File: src/rtl/spi_pkg.sv
// Shared SPI definitions used by the shift engine and the memory-mapped port block above it.
package spi_pkg;

    localparam int SPI_DATA_WIDTH = 8;
    localparam int SPI_DIV_WIDTH  = 9;

    typedef enum logic [1:0] {
        IDLE = 2'd0,
        LOW  = 2'd1,
        HIGH = 2'd2,
        DONE = 2'd3
    } spi_state_t;

endpackage

File: src/rtl/spi_shift_engine_if.sv
// Port-block <-> shift-engine bundle plus the serial pins; the engine takes the master side.
interface spi_shift_engine_if
    import spi_pkg::*;
#(
    parameter int DATA_WIDTH = SPI_DATA_WIDTH,
    parameter int DIV_WIDTH  = SPI_DIV_WIDTH
);
    logic [DIV_WIDTH-1:0]  divider;
    logic                  xfer_start;
    logic [DATA_WIDTH-1:0] tx_data;
    logic [DATA_WIDTH-1:0] rx_data;
    logic                  xfer_complete;
    logic                  miso;
    logic                  mosi;
    logic                  sclk;

    modport master (
        input  divider, xfer_start, tx_data, miso,
        output rx_data, xfer_complete, mosi, sclk
    );

    modport slave (
        output divider, xfer_start, tx_data, miso,
        input  rx_data, xfer_complete, mosi, sclk
    );

endinterface

File: src/rtl/spi_phase_timer.sv
// Loadable down-counter timing one sclk half-period; phase_done flags the last cycle of a phase.
module spi_phase_timer #(
    parameter int DIV_WIDTH = 9
) (
    input  logic                 clk,
    input  logic                 reset,
    input  logic                 i_load,
    input  logic [DIV_WIDTH-1:0] i_load_val,
    input  logic                 i_dec,
    output logic                 o_phase_done
);
    logic [DIV_WIDTH-1:0] r_count;

    always_ff @(posedge clk or posedge reset) begin
        if (reset)
            r_count <= '0;
        else if (i_load)
            r_count <= i_load_val;
        else if (i_dec && (r_count != '0))
            r_count <= r_count - DIV_WIDTH'(1);
    end

    assign o_phase_done = (r_count == '0);

endmodule

File: src/rtl/spi_shift_engine.sv
// Mode-0, MSB-first SPI master shift engine: one byte out on mosi and one byte in from miso per start.
module spi_shift_engine
    import spi_pkg::*;
#(
    parameter int DATA_WIDTH = SPI_DATA_WIDTH,
    parameter int DIV_WIDTH  = SPI_DIV_WIDTH
) (
    input  logic               clk,
    input  logic               reset,
    spi_shift_engine_if.master bus
);
    localparam int CNT_W = $clog2(DATA_WIDTH);

    spi_state_t            r_state,   w_state;
    logic [DIV_WIDTH-1:0]  r_div_q,   w_div_q;
    logic [DATA_WIDTH-1:0] r_tx_sr,   w_tx_sr;
    logic [DATA_WIDTH-1:0] r_rx_sr,   w_rx_sr;
    logic [DATA_WIDTH-1:0] r_rx_data, w_rx_data;
    logic [CNT_W-1:0]      r_bit_cnt, w_bit_cnt;
    logic                  r_sclk,    w_sclk;
    logic                  r_mosi,    w_mosi;
    logic                  r_cmpl,    w_cmpl;

    logic                  w_tmr_load;
    logic                  w_tmr_dec;
    logic                  w_phase_done;
    logic [DIV_WIDTH-1:0]  w_tmr_val;

    // The first phase is loaded straight from the divider input, since div_q is only written on that edge.
    assign w_tmr_val = (r_state == IDLE) ? bus.divider : r_div_q;

    spi_phase_timer #(.DIV_WIDTH(DIV_WIDTH)) u_timer (
        .clk          (clk),
        .reset        (reset),
        .i_load       (w_tmr_load),
        .i_load_val   (w_tmr_val),
        .i_dec        (w_tmr_dec),
        .o_phase_done (w_phase_done)
    );

    always_ff @(posedge clk or posedge reset) begin
        if (reset) begin
            r_state   <= IDLE;
            r_div_q   <= '0;
            r_tx_sr   <= '0;
            r_rx_sr   <= '0;
            r_rx_data <= '0;
            r_bit_cnt <= '0;
            r_sclk    <= 1'b0;
            r_mosi    <= 1'b1;
            r_cmpl    <= 1'b0;
        end else begin
            r_state   <= w_state;
            r_div_q   <= w_div_q;
            r_tx_sr   <= w_tx_sr;
            r_rx_sr   <= w_rx_sr;
            r_rx_data <= w_rx_data;
            r_bit_cnt <= w_bit_cnt;
            r_sclk    <= w_sclk;
            r_mosi    <= w_mosi;
            r_cmpl    <= w_cmpl;
        end
    end

    always_comb begin
        w_state    = r_state;
        w_div_q    = r_div_q;
        w_tx_sr    = r_tx_sr;
        w_rx_sr    = r_rx_sr;
        w_rx_data  = r_rx_data;
        w_bit_cnt  = r_bit_cnt;
        w_sclk     = r_sclk;
        w_mosi     = r_mosi;
        w_cmpl     = 1'b0;
        w_tmr_load = 1'b0;
        w_tmr_dec  = 1'b0;

        case (r_state)
            IDLE: begin
                w_sclk = 1'b0;
                w_mosi = 1'b1;
                if (bus.xfer_start) begin
                    w_div_q    = bus.divider;
                    w_tx_sr    = bus.tx_data;
                    w_bit_cnt  = '0;
                    w_tmr_load = 1'b1;
                    w_mosi     = bus.tx_data[DATA_WIDTH-1];
                    w_state    = LOW;
                end
            end
            LOW: begin
                if (w_phase_done) begin
                    w_sclk     = 1'b1;
                    w_rx_sr    = {r_rx_sr[DATA_WIDTH-2:0], bus.miso};
                    w_tmr_load = 1'b1;
                    w_state    = HIGH;
                end else begin
                    w_tmr_dec  = 1'b1;
                end
            end
            HIGH: begin
                if (w_phase_done) begin
                    w_sclk     = 1'b0;
                    w_tmr_load = 1'b1;
                    if (r_bit_cnt == CNT_W'(DATA_WIDTH-1)) begin
                        w_rx_data = r_rx_sr;
                        w_cmpl    = 1'b1;
                        w_mosi    = 1'b1;
                        w_state   = DONE;
                    end else begin
                        w_bit_cnt = r_bit_cnt + CNT_W'(1);
                        w_tx_sr   = {r_tx_sr[DATA_WIDTH-2:0], 1'b0};
                        w_mosi    = r_tx_sr[DATA_WIDTH-2];
                        w_state   = LOW;
                    end
                end else begin
                    w_tmr_dec  = 1'b1;
                end
            end
            DONE: begin
                w_state = IDLE;
            end
            default: begin
                w_state = IDLE;
            end
        endcase
    end

    assign bus.sclk          = r_sclk;
    assign bus.mosi          = r_mosi;
    assign bus.rx_data       = r_rx_data;
    assign bus.xfer_complete = r_cmpl;

endmodule

File: src/flat_wrapper.sv
// flat-port wrapper written by rule: the top's interface ports become plain ports
module spi_shift_engine_flat import spi_pkg::*;
#(
    parameter int DATA_WIDTH = SPI_DATA_WIDTH,
    parameter int DIV_WIDTH  = SPI_DIV_WIDTH
)
  (clk, reset, bus_divider, bus_xfer_start, bus_tx_data, bus_miso, bus_rx_data, bus_xfer_complete, bus_mosi, bus_sclk);
  spi_shift_engine_if #(.DATA_WIDTH(DATA_WIDTH), .DIV_WIDTH(DIV_WIDTH)) bus_i ();
  input  logic clk;
  input  logic reset;
  input wire logic [$bits(bus_i.divider)-1:0] bus_divider;
  input wire logic [$bits(bus_i.xfer_start)-1:0] bus_xfer_start;
  input wire logic [$bits(bus_i.tx_data)-1:0] bus_tx_data;
  input wire logic [$bits(bus_i.miso)-1:0] bus_miso;
  output wire logic [$bits(bus_i.rx_data)-1:0] bus_rx_data;
  output wire logic [$bits(bus_i.xfer_complete)-1:0] bus_xfer_complete;
  output wire logic [$bits(bus_i.mosi)-1:0] bus_mosi;
  output wire logic [$bits(bus_i.sclk)-1:0] bus_sclk;
  assign bus_i.divider = bus_divider;
  assign bus_i.xfer_start = bus_xfer_start;
  assign bus_i.tx_data = bus_tx_data;
  assign bus_i.miso = bus_miso;
  assign bus_rx_data = bus_i.rx_data;
  assign bus_xfer_complete = bus_i.xfer_complete;
  assign bus_mosi = bus_i.mosi;
  assign bus_sclk = bus_i.sclk;
  spi_shift_engine #(.DATA_WIDTH(DATA_WIDTH), .DIV_WIDTH(DIV_WIDTH)) u_core (.clk(clk), .reset(reset), .bus(bus_i));
endmodule
File: config.mk
export PLATFORM = sky130hd
export DESIGN_NAME = spi_shift_engine_flat
export DESIGN_NICKNAME = d
export VERILOG_FILES = /design/src/rtl/spi_pkg.sv /design/src/rtl/spi_shift_engine_if.sv /design/src/rtl/spi_phase_timer.sv /design/src/rtl/spi_shift_engine.sv /design/src/flat_wrapper.sv
export SDC_FILE = /design/constraint.sdc
export NUM_CORES = 1
export LEC_CHECK = 0
export ABC_AREA = 1
export ABC_CLOCK_PERIOD_IN_PS = 6400
export BUFFER_PORTS_ARGS = -buffer_cell sky130_fd_sc_hd__clkbuf_2
export CAP_MARGIN = 20
export CORE_MARGIN = 5
export CORE_UTILIZATION = 62
export CTS_CLUSTER_DIAMETER = 30
export DETAILED_ROUTE_END_ITERATION = 10
export HOLD_SLACK_MARGIN = 0.08
export PLACE_DENSITY = 0.84
export SLEW_MARGIN = 30
export SYNTH_ARGS = -nofsm -noshare
export SYNTH_HDL_FRONTEND = slang
export SYNTH_HIERARCHICAL = 1
export SYNTH_SLANG_ARGS = --single-unit
File: constraint.sdc
create_clock -name clk -period 6.4 [get_ports clk]
set_input_delay 0.64 -clock clk [delete_from_list [all_inputs] [get_ports clk]]
set_output_delay 0.64 -clock clk [all_outputs]
set_load 0.005 [all_outputs]
==> results of run 1 <==
stage by stage:
| stage | std cells | utilization |
|---|---|---|
| after floorplan | 340 | - |
| after global placement | 412 | 0.685 |
| after detailed placement | 412 | 0.685 |
| after CTS | 420 | 0.714 |
| after global routing | 420 | 0.714 |
| final | 420 | 0.714 |
metal layers:
layer | vias to the layer above | track usage | routed length [µm] | part of all wire
met2 | 49 | 0.320 | 2360 | 0.46
met4 | 0 | 0.101 | 127 | 0.025
li1 | 1116 | - | - | -
met5 | - | 0 | 0 | 0
met3 | 12 | 0.0534 | 290 | 0.057
met1 | 1011 | 0.272 | 2350 | 0.46
layout by cell type, fill, tap and decap left out, types with 6 or more instances in the layout:
cell type / n
dfrtp_1: 48
ha_1: 9
nand2_2: 8
nand2_1: 118
a21oi_1: 12
o21ai_2: 6
nor2_1: 24
nand3_1: 24
clkbuf_2: 31
o21ai_0: 29
inv_1: 40
final cells by class:
cell class                      count  area share
Timing Repair Buffer               32      0.0566
Inverter                           42      0.0548
Clock buffer                        5      0.0239
Multi-Input combinational cell    239       0.400
Sequential cell                    49       0.427
Tap cell                           50      0.0218
Clock inverter                      3      0.0161
worst max-delay path by stage:
stage / start / end / cells past startpoint
6_report: u_core/r_state[0] / u_core/u_timer/r_count[6] / 9
5_1_grt: u_core/r_state[0] / u_core/u_timer/r_count[6] / 9
4_1_cts: u_core/r_state[0] / u_core/u_timer/r_count[6] / 9
3_5_place_dp: u_core/r_state[0] / u_core/u_timer/r_count[6] / 9
3_3_place_gp: u_core/r_state[0] / u_core/u_timer/r_count[5] / 9
2_1_floorplan: u_core/u_timer/r_count[0] / u_core/u_timer/r_count[1] / 12
registers in the layout (all words and copies together) (netlist names):
name / flops
u_core/u_timer/r_count: 9
u_core/bus.rx_data: 8
u_core/bus.xfer_complete: 1
u_core/bus.sclk: 1
u_core/r_bit_cnt: 3
u_core/bus.mosi: 1
u_core/r_tx_sr: 7
u_core/r_div_q: 9
u_core/r_rx_sr: 8
u_core/r_state: 2
worst register-to-register path, delay by kind of cell (launching register included):
family,cells,cell delay (ps)
AND/OR/NAND/NOR,4,880
flip-flops,1,420
AO/OA/AOI/OAI,1,730
buffers and inverters,3,550
adder cells (fa/ha/maj),1,600
power breakdown:
part	switching (µW)	total (µW)	internal [µW]
combinational	417	628	211
clock	105	222	117
sequential	68.2	480	412
total	591	1330	740
cells by family (layout without fill, tap and decap cells):
kind of cell	count (synthesis)	after routing	synth area share
buf+inv	52	82	0.0852
flops	49	49	0.472
compound gates	49	49	0.103
xor+xnor	1	1	0.00337
fa+ha+maj	9	9	0.0433
simple gates	180	180	0.293
==> impl_results.md, run 1 <==
- CP bufs+invs: 3
- NumNets Final: 399
- Initial Util: 0.645
- Rows: 23
- Final setup skew: 7.02 ps
- Synthesized area: about 2600 µm²
- Worst VDD drop: 258 µV
- Finished layout cell area: 2880 µm²
- Achievable frequency: just over 0.3 GHz
- CTS H-tree depth: 2
- Critical Path RT: 6600 ps
- Cell accounting for the most synthesized area: dfrtp_1
- Unrepaired setup endpoints after global routing: false
- Critical path data arrival time: 3510 ps
- Worst-path clk slew: 90 ps
- Worst R2R End: u_core/u_timer/r_count[6]
- Largest net degree at the start of global routing: 41
- Area Growth Syn to Fin: 10.6%
- PortBufs: 31
- R2R Path Start: u_core/r_state[0]
- Max-slew headroom: 0.502
- Post-CTS Hold Buffers: 0
- Die H: ~75 µm
- R2R Setup Slk: 3090 ps
- Commonest register cell after synthesis: dfrtp_1
- Chip width: 74.7 µm
- Register Area: approximately 1200 µm²
- Worst-skew pair later-pin latency: ~310 ps
- Setup TNS: 0 ps
- Least-Margin Pin Slew: 747 ps
- # DRC: 0
- Routed wire length: 5.12 mm
- EDFF count, synth: 0
- FFs w/ async S/R, synth: 1.00
- GRT Total Usage: 0.207
- Crit-path max cell delay: 730 ps
- Drt first pass iters: 4
- Tightest Hold Check Type: input pin to asynchronous set/reset pin
- Period minus WS final: 3310 ps
- Routed vias: 2188
- Cells after Synth: 340
- Post-DRT Antenna Nets: 0
- Reg2reg path depth: 9
- Status: completed
- Total CTS buffers: 5
- HPWL after DPL: ~3.6 mm
- Seq/Total Area, Yosys: 0.472
- Worst setup EP type: register
- Max Cap Violations: 0
- Fraction of layout cells with a size suffix above 1: 0.165
- CP Max Fanout: 22
- FILL cells: 332
- Area fraction of the dominant cell type after synthesis: 0.462
- Hold WS: 277 ps
- Footprint of the multi-input gates: around 1100 µm²
- Number of global-route vias before repair: around 2000
- Most instantiated library cell after synthesis: nand2_1
- Setup Buffers After CTS: 0
- Iter 0 DRT Violations: 166
- Setup violations, final: 0
- Core area: 4030 µm²
- Type of origin of the critical path: register
- LEAKAGE: 0.00158 µW
- Crit-path cells: inv_1 > ha_1 > nand2_1 > a21oi_1 > inv_1 > nand2_4 > inv_1 > nand2_1 > nand2_1
- Setup Crit Path Kind: register to register
- Pre-CTS setup slack: approximately 3100 ps
- Top cell family by delay on the critical path: simple AND/OR/NAND/NOR gates
- Pins over their slew limit: 0
- Post-CTS sizing: 0
- N_diodes: 0
- Ys Warns: 6
- Syn_area_per_cell: approximately 7.6 µm²
- Final GP Congestion: 0.882
- Wire length per cell: 12.2 µm
- Initial antenna violation count: 0
- Via density: around 5.2
- Pwr Density: 463 nW/µm²
- Synth area leaders: dfrtp_1, nand2_1, inv_1, o21ai_0, nand3_1
- Gr ovfl total: 0
- CTS Root Cell: clkbuf_8
- Pwr Total: 1330 µW
- CP max stage cell: a21oi_1
- Seq cells post-synth: 49
- Period utilization: 0.517
- Clock Path Buffers: 2
- Cell variety after synth: 24
- TritonCTS clock tree: done
- Final hold viol count: 0
- Full die area: 5590 µm²
- Clock Sinks: 49
- Syn nets: between 300 and 400
- First-pass GRT wire length: 8.76 mm
- Commonest cells in the netlist: nand2_1, dfrtp_1, inv_1, o21ai_0
- Setup ws final: 3090 ps
- I/O pins: 32
- DP Area: 2760 µm²
Power figures use the tool's default switching activity.
==> inputs of run 2 (changes only) <==
Settings changed: ABC_CLOCK_PERIOD_IN_PS 6400 to 3080, CORE_UTILIZATION 62 to 58, PLACE_DENSITY 0.84 to 0.8.
Clock period 6.4 ns to 3.08 ns, I/O delays scaled along.
==> impl_results.md, run 2 (synthesis gave the netlist of run 1 again) <==
- Clock Sinks: 49
- LEAKAGE: 0.00160 µW
- PortBufs: 31
- Post-layout util: 0.668
- Final GP Congestion: 0.896
- DP Area: 2790 µm²
- Commonest cells after routing, fill and taps aside: nand2_1, dfrtp_1, inv_1, clkbuf_2, o21ai_0
- Placed insts: 417
- Routed vias: 2115
- Worst setup EP type: register
- Core area: ~4400 µm²
- Setup Crit Path Kind: register to register
- Largest net degree at the start of global routing: a little over 40
- Routed wire length: 4.92 mm
- Period utilization: 0.766
- Area Growth Syn to Fin: 11.8%
- Largest regs: u_core/r_div_q (9), u_core/u_timer/r_count (9)
- First-pass GRT wire length: 8.76 mm
- Period minus WS final: 2360 ps
- Reg2reg path depth: 14
- Setup TNS: 0 ps
- Chip width: approximately 77 µm
- Max Cap Violations: 0
- Final std cells w/o fill: 426
- Achievable frequency: 0.424 GHz
- # DRC: 0
- Finished layout cell area: 2910 µm²
- Initial antenna violation count: 0
- Unrepaired setup endpoints after global routing: false
- R2R Path Start: u_core/u_timer/r_count[0]
- Total CTS buffers: 5
- Tightest Hold Check Type: input pin to register
- N_diodes: 0
- Pwr Density: 948 nW/µm²
- I/O pins: 32
- FILL cells: 365
- Hold EP: u_core/r_rx_sr[0]
- Die H: 76.9 µm
- Number of global-route vias before repair: 1960
- CTS H-tree depth: 2
- Commonest non-fill, non-tap cell in the layout: nand2_1
- Rows: 24
- Clock Path Buffers: 2
- Gr ovfl total: 0
- Critical path data arrival time: around 2600 ps
- Max-slew headroom: 0.647
- Final setup skew: about 7.7 ps
- Least-Margin Pin Slew: 528 ps
- CTS Root Cell: clkbuf_8
- GRT Total Usage: 0.178
- Status: completed
- Final hold viol count: 0
- Worst Hold Launch: bus_miso
- Setup violations, final: 0
- Type of origin of the critical path: register
- Wire length per cell: approximately 12 µm
- HPWL after DPL: 3.60 mm
- Full die area: slightly below 6000 µm²
- Worst-skew pair later-pin latency: 300 ps
- WHS Path Cells: 3
- Pins over their slew limit: 0
- Critical Path RT: around 3300 ps
- Drt first pass iters: 4
- Post-DRT Antenna Nets: 0
- Via density: 4.96
- CP Max Fanout: 13
- Initial Util: 0.597
- Footprint of the multi-input gates: ~1100 µm²
- NumNets Final: around 400
- Post-CTS sizing: 0
- Worst VDD drop: around 400 µV
- Worst R2R End: u_core/u_timer/r_count[5]
- R2R Setup Slk: about 720 ps
- Iter 0 DRT Violations: 109
- Fraction of layout cells with a size suffix above 1: 0.168
- TritonCTS clock tree: done
- Register Area: around 1200 µm²
- Worst-path clk slew: 90 ps
==> run 2: repair_timing <==
item,in CTS,in global routing
endpoints found under the hold margin,9,0
buffers inserted,0,0
hold buffers,1,0
==> run 2: stage by stage <==
step	hold WS, ps	power (µW)	worst slack [ps]
global route	261	3030	545
global placement	288	2260	875
floorplan	136	2090	1020
CTS	246	2780	728
detailed placement	287	2320	754
finish	253	2760	720
==> run 2: per-layer routing <==
layer,wire length (µm),vias up,track usage
met1,2460,953,0.256
met4,49,0,0.0420
met2,2210,32,0.273
met3,209,6,0.0375
li1,-,1124,-
met5,0,-,0
==> run 2: layout make-up <==
type                            count  share of cell area
Sequential cell                    49               0.422
Multi-Input combinational cell    239               0.396
Timing Repair Buffer               36              0.0672
Inverter                           42              0.0542
Clock buffer                        6              0.0250
Tap cell                           52              0.0224
Clock inverter                      2              0.0133
==> run 2: worst max-delay path, cell delays in order (launching register included) <==
cell	delay (ps)
dfrtp_1	410
inv_1	120
ha_1	220
nand2_1	120
nor2_4	140
nand2_2	80
inv_1	160
nand2_1	70
a21oi_1	140
buf_4	190
inv_1	160
nand2_4	220
inv_1	90
nand2_1	70
nand2_1	50
==> run 2: report_power, final <==
group / internal (µW) / total, µW / switching [µW]
Clock: 244 / 451 / 207
Combinational: 455 / 1310 / 859
Sequential: 856 / 992 / 136
==> run 2: worst max-delay path by stage <==
stage,start,endpoint,slack (ps),depth (start not counted)
after CTS,u_core/u_timer/r_count[0],u_core/u_timer/r_count[5],730,14
after global placement,u_core/u_timer/r_count[0],u_core/u_timer/r_count[5],870,14
final,u_core/u_timer/r_count[0],u_core/u_timer/r_count[5],720,14
after floorplan,u_core/u_timer/r_count[0],u_core/u_timer/r_count[1],1020,12
after detailed placement,u_core/u_timer/r_count[0],u_core/u_timer/r_count[5],750,14
after global routing,u_core/u_timer/r_count[0],u_core/u_timer/r_count[6],550,14
==> inputs of run 3 (changes only) <==
Settings changed: ABC_AREA 1 to 0, ABC_CLOCK_PERIOD_IN_PS 3080 to 2200, CORE_UTILIZATION 58 to 57, PLACE_DENSITY 0.8 to 0.79.
Clock period 3.08 ns to 2.2 ns, I/O delays scaled along.
==> impl_results.md, run 3 <==
- FFs w/ async S/R, synth: 1.00
- Worst-path clk slew: 90 ps
- Clock Sinks: 49
- NumNets Final: 297
- Commonest cells in the netlist: dfrtp_1, mux2_2, inv_1, nand2_1, ha_1
- Critical Path RT: ~2400 ps
- Fraction of layout cells with a size suffix above 1: 0.534
- Initial antenna violation count: 0
- Setup TNS: -34.7 ps
- Post-layout util: 0.733
- Status: finished, violations left
- Setup violations, final: 1
- Number of global-route vias before repair: 1859
- N_diodes: 0
- Chip width: 76.4 µm
- EDFF count, synth: 0
- CP Max Fanout: 5
- Core area: roughly 4300 µm²
- Max-slew headroom: 0.663
- Cells after Synth: 207
- Metal2 WL: 2.63 mm
- CTS Root Cell: clkbuf_8
- Via density: 5.78
- # DRC: 0
- Area fraction of the dominant cell type after synthesis: 0.478
- PortBufs: 31
- LEAKAGE: approximately 0.0015 µW
- Final GP Congestion: roughly 0.81
- Clock Path Buffers: 2
- Area Growth Syn to Fin: 26.2%
- Post-DRT Antenna Nets: 0
- Wire length per cell: about 17 µm
- Unrepaired setup endpoints after global routing: true
- TritonCTS clock tree: done
- Rows: 24
- Largest net degree at the start of global routing: 41
- Routed wire length: about 5.5 mm
- Finished layout cell area: 3170 µm²
- CP bufs+invs: 1
- Achievable frequency: 0.447 GHz
- Syn nets: around 240
- Setup Crit Path Kind: register to register
- Crit-path cells: inv_1 > ha_4 > nor2b_4 > or4b_4 > or4_1 > a31oi_1
- I/O pins: 32
- First-pass GRT wire length: 8.77 mm
- Initial Util: 0.581
- Iter 0 DRT Violations: 95
- Cell accounting for the most synthesized area: dfrtp_1
- Pins over their slew limit: 0
- CTS H-tree depth: 2
- Met3 WL: 287 µm
- Commonest cells after routing, fill and taps aside: dfrtp_1, mux2_2, clkbuf_2, buf_4, inv_1
- Most instantiated library cell after synthesis: dfrtp_1
- Critical path data arrival time: 2460 ps
- Seq/Total Area, Yosys: 0.489
- Commonest non-fill, non-tap cell in the layout: dfrtp_1
- Ys Warns: 6
- Commonest register cell after synthesis: dfrtp_1
- Crit-path max cell delay: between 500 and 600 ps
- Type of origin of the critical path: register
- Synthesized area: around 2500 µm²
- Largest regs: u_core/r_div_q (9), u_core/u_timer/r_count (9)
- Least-Margin Pin Slew: 505 ps
- Gr ovfl total: 0
- Syn_area_per_cell: approximately 12 µm²
- Tightest Hold Check Type: input pin to register
- Period utilization: 1.02
- Failing checks: setup timing
- CP max stage cell: or4b_4
- Full die area: around 6000 µm²
- Cell variety after synth: 43
- DP Area: 2880 µm²
- Total CTS buffers: 5
- GRT Total Usage: 0.183
- Top layer in use: met4
- Final hold viol count: 0
- Top cell family by delay on the critical path: simple AND/OR/NAND/NOR gates
- Die H: 76.4 µm
- Drt first pass iters: 4
- Worst VDD drop: 619 µV
- Met1 WL: 2.43 mm
- HPWL after DPL: 3.62 mm
- Final setup skew: 7.66 ps
- FILL cells: 295
- Period minus WS final: between 2000 and 2500 ps
- Seq cells post-synth: 49
- Max Cap Violations: 0
- Routed vias: 1849
- Synth area leaders: dfrtp_1, mux2_2, ha_1, inv_1, nand2_1
- Worst-skew pair later-pin latency: 300 ps
- Pwr Density: 1350 nW/µm²
- Worst setup EP type: register
- Setup ws final: -34.7 ps
[run 3: cell types whose count changed after synthesis, sizes merged, moves of 4 or more]
cell   delta
mux2     +48
or4       +4
a21oi     -5
nor2     -19
nand3    -21
o21ai    -33
a31oi     +4
nor2b     +5
nand2   -118
inv      -27
[run 3: cell families (layout without fill, tap and decap cells)]
family | count (synthesis) | after routing | share of synthesized area
DFF | 49 | 49 | 0.489
and+or+nand+nor | 43 | 43 | 0.101
adders and majority gates | 9 | 9 | 0.0448
AOI/OAI and AO/OA | 32 | 33 | 0.0947
buffers and inverters | 23 | 83 | 0.0418
muxes | 51 | 51 | 0.229
[run 3: power by group]
part | switching [µW] | internal [µW] | leakage [µW]
clock network | 302 | 451 | 0.0000681
logic | 967 | 1170 | 0.000818
registers | 191 | 1210 | 0.000614
total | 1460 | 2830 | 0.00150
[run 3: layout make-up]
cell class	instances	area, µm²	share of cell area
multi-input cells	136	1300	0.410
clock buffers	5	68.8	0.0217
well taps	52	65.1	0.0205
inverters	14	52.6	0.0166
repair buffers	61	390	0.123
clock inverters	3	65.1	0.0205
flip-flops and latches	49	1230	0.387
[run 3: worst paths after layout]
path                                   startpoint                   endpoint  slack (ps)  cells after the start
worst max-delay path            u_core/r_state[1]  u_core/u_timer/r_count[7]         -30                      6
worst min-delay path                     bus_miso          u_core/r_rx_sr[0]         150                      2
worst max register to register  u_core/r_state[1]  u_core/u_timer/r_count[7]         -30                      6
worst min register to register  u_core/r_tx_sr[2]          u_core/r_tx_sr[2]         510                      1
max in group asynchronous                   reset            u_core/bus.mosi        1250                      4
min in group asynchronous                   reset  u_core/u_timer/r_count[8]         420                      3
[run 3: layer usage]
layer,global-route usage,vias up
met5,0,-
met1,0.240,911
met4,0.0682,0
met2,0.290,49
met3,0.0496,15
li1,-,874
[run 3: repair_timing]
| item | in CTS | in global routing |
|---|---|---|
| endpoints found under the setup margin | 33 | 30 |
| resized for setup | 3 | 19 |
| setup buffers | 0 | 5 |
| hold buffers | 1 | 0 |
| pin swaps | 0 | 10 |
| cloned | 0 | 1 |
| hold endpoints to repair | 48 | 0 |
[run 3: metrics by stage]
| stage | hold slack, ps | total power, µW | setup WS, ps | instances |
|---|---|---|---|---|
| 3_3_place_gp | 203 | 3150 | -35.2 | 305 |
| 4_1_cts | 148 | 4020 | 8.56 | 314 |
| 5_1_grt | 160 | 4560 | -85.7 | 320 |
| 2_1_floorplan | 47.9 | 2670 | -160 | 207 |
| 6_report | 152 | 4290 | -34.7 | 320 |
| 3_5_place_dp | 209 | 3240 | -130 | 305 |
